===== config.mk =====
export PLATFORM = sky130hd
export DESIGN_NAME = bus_arbiter_flat
export DESIGN_NICKNAME = d
export VERILOG_FILES = /design/src/rtl/bus_arbiter_if.sv /design/src/rtl/bus_arbiter.sv /design/src/flat_wrapper.sv
export SDC_FILE = /design/constraint.sdc
export NUM_CORES = 1
export LEC_CHECK = 0
export CAP_MARGIN = 25
export CORE_AREA = 2 2 135 137
export CTS_CLUSTER_DIAMETER = 100
export DETAILED_ROUTE_END_ITERATION = 12
export DIE_AREA = 0 0 137 139
export GPL_TIMING_DRIVEN = 0
export PLACE_DENSITY = 0.76
export SETUP_SLACK_MARGIN = 0.02
export SYNTH_ARGS = -nofsm -noshare
export SYNTH_HDL_FRONTEND = slang
export SYNTH_SLANG_ARGS = --single-unit

===== constraint.sdc =====
create_clock -name clk -period 1.6 [get_ports clk]
set_input_delay 0.32 -clock clk [delete_from_list [all_inputs] [get_ports clk]]
set_output_delay 0.32 -clock clk [all_outputs]
set_load 0.02 [all_outputs]

===== src/rtl/bus_arbiter_if.sv =====
// Bundles the two requester ports and the memory-side port of the arbiter.
// The slave modport is the arbiter's view; the master modport is the environment's view.
// Widths follow ADDR_W / DATA_W and must match the arbiter instance.
interface bus_arbiter_if #(
  parameter int ADDR_W = 32,
  parameter int DATA_W = 32
);
  // requester 0 (core)
  logic              m0_req;
  logic              m0_we;
  logic [ADDR_W-1:0] m0_addr;
  logic [DATA_W-1:0] m0_wdata;
  logic [1:0]        m0_size;
  logic              m0_grant;
  logic              m0_rvalid;
  logic              m0_err;
  logic [DATA_W-1:0] m0_rdata;
  // requester 1 (loader/debug)
  logic              m1_req;
  logic              m1_we;
  logic [ADDR_W-1:0] m1_addr;
  logic [DATA_W-1:0] m1_wdata;
  logic [1:0]        m1_size;
  logic              m1_grant;
  logic              m1_rvalid;
  logic              m1_err;
  logic [DATA_W-1:0] m1_rdata;
  // memory side
  logic              mem_en;
  logic              mem_we;
  logic [ADDR_W-1:0] mem_addr;
  logic [DATA_W-1:0] mem_wdata;
  logic [1:0]        mem_size;
  logic [DATA_W-1:0] mem_rdata;
  logic              mem_ready;
  logic              busy;

  modport slave (
    input  m0_req, m0_we, m0_addr, m0_wdata, m0_size,
    output m0_grant, m0_rvalid, m0_err, m0_rdata,
    input  m1_req, m1_we, m1_addr, m1_wdata, m1_size,
    output m1_grant, m1_rvalid, m1_err, m1_rdata,
    output mem_en, mem_we, mem_addr, mem_wdata, mem_size,
    input  mem_rdata, mem_ready,
    output busy
  );

  modport master (
    output m0_req, m0_we, m0_addr, m0_wdata, m0_size,
    input  m0_grant, m0_rvalid, m0_err, m0_rdata,
    output m1_req, m1_we, m1_addr, m1_wdata, m1_size,
    input  m1_grant, m1_rvalid, m1_err, m1_rdata,
    input  mem_en, mem_we, mem_addr, mem_wdata, mem_size,
    output mem_rdata, mem_ready,
    input  busy
  );
endinterface


===== src/rtl/bus_arbiter.sv =====
// Two-requester round-robin arbiter onto a single memory port, with access timeout.
// Latency: grant in the first ACCESS cycle, rvalid one cycle after mem_ready; 3 cycles minimum per transaction.
// Backpressure: requests are sampled only in IDLE; mem_ready stalls ACCESS up to TIMEOUT cycles, then aborts with err.
module bus_arbiter #(
  parameter int ADDR_W  = 32,
  parameter int DATA_W  = 32,
  parameter int TIMEOUT = 16
) (
  input logic       clk,
  input logic       rst,
  bus_arbiter_if.slave bus
);

  typedef enum logic [1:0] {IDLE, ACCESS, RESP} state_t;

  state_t     state;
  logic       owner;
  logic       last_owner;
  logic [7:0] cnt;
  logic       pick;

  // Winner of this cycle's requests: a lone requester wins, a tie goes to whoever did not own last.
  always_comb begin
    pick = 1'b0;
    if (bus.m0_req && bus.m1_req) pick = ~last_owner;
    else if (bus.m1_req)          pick = 1'b1;
  end

  // Arbitration FSM; every output is a register updated here.
  always_ff @(posedge clk) begin
    if (rst) begin
      state         <= IDLE;
      owner         <= 1'b0;
      last_owner    <= 1'b1;
      cnt           <= 8'd0;
      bus.busy      <= 1'b0;
      bus.mem_en    <= 1'b0;
      bus.mem_we    <= 1'b0;
      bus.mem_addr  <= {ADDR_W{1'b0}};
      bus.mem_wdata <= {DATA_W{1'b0}};
      bus.mem_size  <= 2'd0;
      bus.m0_grant  <= 1'b0;
      bus.m1_grant  <= 1'b0;
      bus.m0_rvalid <= 1'b0;
      bus.m1_rvalid <= 1'b0;
      bus.m0_err    <= 1'b0;
      bus.m1_err    <= 1'b0;
      bus.m0_rdata  <= {DATA_W{1'b0}};
      bus.m1_rdata  <= {DATA_W{1'b0}};
    end else begin
      case (state)
        IDLE: begin
          if (bus.m0_req || bus.m1_req) begin
            owner         <= pick;
            last_owner    <= pick;
            cnt           <= 8'd0;
            bus.busy      <= 1'b1;
            bus.mem_en    <= 1'b1;
            bus.mem_we    <= pick ? bus.m1_we    : bus.m0_we;
            bus.mem_addr  <= pick ? bus.m1_addr  : bus.m0_addr;
            bus.mem_wdata <= pick ? bus.m1_wdata : bus.m0_wdata;
            bus.mem_size  <= pick ? bus.m1_size  : bus.m0_size;
            bus.m0_grant  <= ~pick;
            bus.m1_grant  <= pick;
            state         <= ACCESS;
          end
        end
        ACCESS: begin
          bus.m0_grant <= 1'b0;
          bus.m1_grant <= 1'b0;
          // A ready in the last counted cycle still completes normally.
          if (bus.mem_ready) begin
            if (owner) bus.m1_rdata <= bus.mem_rdata;
            else       bus.m0_rdata <= bus.mem_rdata;
            bus.m0_rvalid <= ~owner;
            bus.m1_rvalid <= owner;
            bus.mem_en    <= 1'b0;
            bus.mem_we    <= 1'b0;
            state         <= RESP;
          end else if (cnt == 8'(TIMEOUT - 1)) begin
            if (owner) bus.m1_rdata <= {DATA_W{1'b0}};
            else       bus.m0_rdata <= {DATA_W{1'b0}};
            bus.m0_rvalid <= ~owner;
            bus.m1_rvalid <= owner;
            bus.m0_err    <= ~owner;
            bus.m1_err    <= owner;
            bus.mem_en    <= 1'b0;
            bus.mem_we    <= 1'b0;
            state         <= RESP;
          end else begin
            cnt <= cnt + 8'd1;
          end
        end
        RESP: begin
          bus.m0_rvalid <= 1'b0;
          bus.m1_rvalid <= 1'b0;
          bus.m0_err    <= 1'b0;
          bus.m1_err    <= 1'b0;
          bus.busy      <= 1'b0;
          state         <= IDLE;
        end
        default: state <= IDLE;
      endcase
    end
  end

endmodule


===== src/flat_wrapper.sv =====
// flat-port wrapper written by rule: the top's interface ports become plain ports
module bus_arbiter_flat 
#(
  parameter int ADDR_W  = 32,
  parameter int DATA_W  = 32,
  parameter int TIMEOUT = 16
)
  (clk, rst, bus_m0_req, bus_m0_we, bus_m0_addr, bus_m0_wdata, bus_m0_size, bus_m0_grant, bus_m0_rvalid, bus_m0_err, bus_m0_rdata, bus_m1_req, bus_m1_we, bus_m1_addr, bus_m1_wdata, bus_m1_size, bus_m1_grant, bus_m1_rvalid, bus_m1_err, bus_m1_rdata, bus_mem_en, bus_mem_we, bus_mem_addr, bus_mem_wdata, bus_mem_size, bus_mem_rdata, bus_mem_ready, bus_busy);
  bus_arbiter_if #(.ADDR_W(ADDR_W), .DATA_W(DATA_W)) bus_i ();
  input logic clk;
  input logic rst;
  input wire logic [$bits(bus_i.m0_req)-1:0] bus_m0_req;
  input wire logic [$bits(bus_i.m0_we)-1:0] bus_m0_we;
  input wire logic [$bits(bus_i.m0_addr)-1:0] bus_m0_addr;
  input wire logic [$bits(bus_i.m0_wdata)-1:0] bus_m0_wdata;
  input wire logic [$bits(bus_i.m0_size)-1:0] bus_m0_size;
  output wire logic [$bits(bus_i.m0_grant)-1:0] bus_m0_grant;
  output wire logic [$bits(bus_i.m0_rvalid)-1:0] bus_m0_rvalid;
  output wire logic [$bits(bus_i.m0_err)-1:0] bus_m0_err;
  output wire logic [$bits(bus_i.m0_rdata)-1:0] bus_m0_rdata;
  input wire logic [$bits(bus_i.m1_req)-1:0] bus_m1_req;
  input wire logic [$bits(bus_i.m1_we)-1:0] bus_m1_we;
  input wire logic [$bits(bus_i.m1_addr)-1:0] bus_m1_addr;
  input wire logic [$bits(bus_i.m1_wdata)-1:0] bus_m1_wdata;
  input wire logic [$bits(bus_i.m1_size)-1:0] bus_m1_size;
  output wire logic [$bits(bus_i.m1_grant)-1:0] bus_m1_grant;
  output wire logic [$bits(bus_i.m1_rvalid)-1:0] bus_m1_rvalid;
  output wire logic [$bits(bus_i.m1_err)-1:0] bus_m1_err;
  output wire logic [$bits(bus_i.m1_rdata)-1:0] bus_m1_rdata;
  output wire logic [$bits(bus_i.mem_en)-1:0] bus_mem_en;
  output wire logic [$bits(bus_i.mem_we)-1:0] bus_mem_we;
  output wire logic [$bits(bus_i.mem_addr)-1:0] bus_mem_addr;
  output wire logic [$bits(bus_i.mem_wdata)-1:0] bus_mem_wdata;
  output wire logic [$bits(bus_i.mem_size)-1:0] bus_mem_size;
  input wire logic [$bits(bus_i.mem_rdata)-1:0] bus_mem_rdata;
  input wire logic [$bits(bus_i.mem_ready)-1:0] bus_mem_ready;
  output wire logic [$bits(bus_i.busy)-1:0] bus_busy;
  assign bus_i.m0_req = bus_m0_req;
  assign bus_i.m0_we = bus_m0_we;
  assign bus_i.m0_addr = bus_m0_addr;
  assign bus_i.m0_wdata = bus_m0_wdata;
  assign bus_i.m0_size = bus_m0_size;
  assign bus_m0_grant = bus_i.m0_grant;
  assign bus_m0_rvalid = bus_i.m0_rvalid;
  assign bus_m0_err = bus_i.m0_err;
  assign bus_m0_rdata = bus_i.m0_rdata;
  assign bus_i.m1_req = bus_m1_req;
  assign bus_i.m1_we = bus_m1_we;
  assign bus_i.m1_addr = bus_m1_addr;
  assign bus_i.m1_wdata = bus_m1_wdata;
  assign bus_i.m1_size = bus_m1_size;
  assign bus_m1_grant = bus_i.m1_grant;
  assign bus_m1_rvalid = bus_i.m1_rvalid;
  assign bus_m1_err = bus_i.m1_err;
  assign bus_m1_rdata = bus_i.m1_rdata;
  assign bus_mem_en = bus_i.mem_en;
  assign bus_mem_we = bus_i.mem_we;
  assign bus_mem_addr = bus_i.mem_addr;
  assign bus_mem_wdata = bus_i.mem_wdata;
  assign bus_mem_size = bus_i.mem_size;
  assign bus_i.mem_rdata = bus_mem_rdata;
  assign bus_i.mem_ready = bus_mem_ready;
  assign bus_busy = bus_i.busy;
  bus_arbiter #(.ADDR_W(ADDR_W), .DATA_W(DATA_W), .TIMEOUT(TIMEOUT)) u_core (.clk(clk), .rst(rst), .bus(bus_i));
endmodule

==> impl_metrics.ini <==
[timing]
finClkSkew_ns = 0.00990
tightest_slew_ns = 0.624
setup_violations = 67
hold_viol_final = 0
timing.final.crit_share_pct = 109
slew_violations = 0
fmax_mhz = 576
fin_crit_ns = 1.74
timing.final.ws_setup_ns = -0.137
rsz0062_at_grt = yes
relSlewSlack_pct = 58.4
tns_ns = -3.75

[die]
ios = 310
coreArea_um2 = 17700
die-height_um = 139
row_count = 49
start_util_pct = 36.4
fp.dieW_um = 137
dieArea_um2 = 19000

[clocking]
cts_sinks = 151
cts_tree = yes
cts-hold-fix-buffers = 0
root_buffer = clkbuf_16
clockBufferDepth = 2
htree_num_levels = 4
clk_pin_slew_ns = 0.07
worstSkewPairLatency_ns = 0.42
cts_buffers = 17

[setup_path]
slowest_delay_ns = 0.37
path_cells = inv_4 -> buf_12 -> ha_4 -> or3b_4 -> o21ai_4 -> buf_4 -> o311ai_2 -> o31ai_1
critPathCaptureType = register
cp-startpoint = u_core.state[1]
slowest_stage = dfxtp_4
critical_path_class = reg -> reg
cp.arrival_ns = 2.04
critPathLaunchType = register
r2r-start = u_core.state[1]
crit_fanout = 5
required_ns = 1.90

[route]
route.antenna.remaining_nets = 0
drt-initial-drc-count = 261
drc = 0
drt-pass1-iter-count = 4
highest_layer = met4
met2WireLength_mm = 11.5
wl_met1_mm = 8.71
met3_length_mm = 1.61
routedWlPerCell_um = 17.7
totalWireLength_mm = 22.4
viasPerCell = 4.97
vias = 6291

[synth]
syn_area_um2 = 6420
ys_seq_area_share_pct = 47.1
synthArstFlopShare_pct = 0
synth_ff_type = dfxtp_1
synthCells = 665
synth_nets = 841
yosysWarnings = 0
synth_edf_count = 0
ys_ff_latch = 151
syn_area_per_cell_um2 = 9.65
ys_types = 45

[placed_design]
portBuffers = 307
dpl_worst_slack_ns = -0.621
place_hpwl_mm = 16.1
gp_congestion = 0.803

[grt]
grt_max_degree = 17
grt_remaining_overflow = 0
antenna_found_initial = 0
grt_pass1_vias = 6215
grt_usage_pct = 22.5
grt_pass1_wl_mm = 33.3

[final_layout]
post-route-util_pct = 62.6
area_growth_pct = 72.1
final_common_cell = clkdlybuf4s50_1
layout-drive-gt1-share_pct = 14.7
fillers = 1504
layout_common_cells = 166 x clkdlybuf4s50_1, 147 x dfxtp_1, 140 x dlygate4sd2_1
nets = 1199
n_antenna_cell = 0

[power_and_ir_drop]
power_density_nw_per_um2 = 1020
total_power_mw = 11.3
vdd_drop_max_mv = 0.634
p_leak_nw = 5.13

[min_path]
hold_start = bus_mem_ready
hold_class = in -> reg

[run]
drv_cap = 0

[outcome]
violations = setup timing
status = complete, but fails checks
[cells by family (layout without fill, tap and decap cells)]
family                   Yosys count  after routing  share of synthesized area [%]
AO/OA/AOI/OAI                    104            105                           11.8
flip-flops                       151            151                           47.1
AND/OR/NAND/NOR                  208            208                           14.3
adder cells (fa/ha/maj)            5              5                          0.975
multiplexers                     132            132                           20.6
buffers and inverters             65            435                           5.24
[power by group]
| part | internal (mW) | total (mW) | switching, mW |
|---|---|---|---|
| Sequential | 4.09 | 4.26 | 0.168 |
| Combinational | 1.51 | 3.15 | 1.64 |
| Clock | 2.10 | 3.87 | 1.77 |
[flip-flops by register name, indices dropped and copies added (netlist names), 2 cells and up]
name	count
u_core.bus.mem_addr	32
u_core.state	2
u_core.bus.mem_size	2
u_core.bus.mem_wdata	32
u_core.bus.m1_rdata	32
u_core.cnt	8
u_core.bus.m0_rdata	32
[cell type report]
class	count	area (um^2)	area share, %
multi-input combinational	450	3340	30.2
timing repair buffer	339	3340	30.2
sequential	151	3030	27.4
buffer	55	447	4.04
clock buffer	18	439	3.98
tap	229	287	2.59
clock inverter	14	128	1.16
inverter	9	40.0	0.362
[stage by stage]
stage / std cells / hold slack [ns] / instance area (um^2)
floorplan: 665 / 0.458 / 6420
global placement: 1201 / 0.444 / 9780
detailed placement: 1201 / 0.451 / 9780
CTS: 1254 / 0.366 / 10700
global route: 1265 / 0.447 / 11000
finish: 1265 / 0.414 / 11000
[cell usage after synthesis (all sizes together), types with 2 or more instances]
library cell	number	area share [%]
dfxtp	151	47
mux2i	132	21
nor2	74	4.3
nand2	72	4.2
a211oi	67	7.8
nand3	39	3.0
buf	29	3.1
clkbuf	27	1.6
o21ai	10	0.84
a21oi	9	0.76
inv	9	0.53
ha	5	0.97
nand2b	4	0.39
a31oi	3	0.29
and3	3	0.29
nor3	3	0.23
o41ai	3	0.41
nand4b	2	0.27
o211ai	2	0.23
o21a	2	0.23
o311ai	2	0.27
or3	2	0.19
[repair_timing]
item,in CTS,in global routing
pin swaps,6,11
setup buffers,17,8
gates resized for setup,212,67
cloned,4,4
endpoints found under the setup margin,285,141
[critical path, delay by kind of cell (launching register included)]
family          cells  cell delay [ns]
simple gates        1             0.28
fa+ha+maj           1             0.17
compound gates      3             0.47
flops               1             0.37
buf+inv             3             0.32
[final timing paths]
path | slack [ns] | endpoint | depth (start not counted)
worst max-delay path | -0.14 | u_core.cnt[5] | 8
worst min-delay path | 0.41 | u_core.bus.m1_rdata[31] | 3
worst max register to register | -0.14 | u_core.cnt[5] | 8
worst min register to register | 0.46 | u_core.bus.m1_rdata[17] | 2
[layer usage]
metal | GRT usage [%] | vias up
met3 | 5.67 | 38
li1 | - | 3080
met2 | 40.5 | 256
met5 | 0 | -
met4 | 7.92 | 0
met1 | 25.4 | 2917
Note: power is estimated with default switching activity, not from simulation.
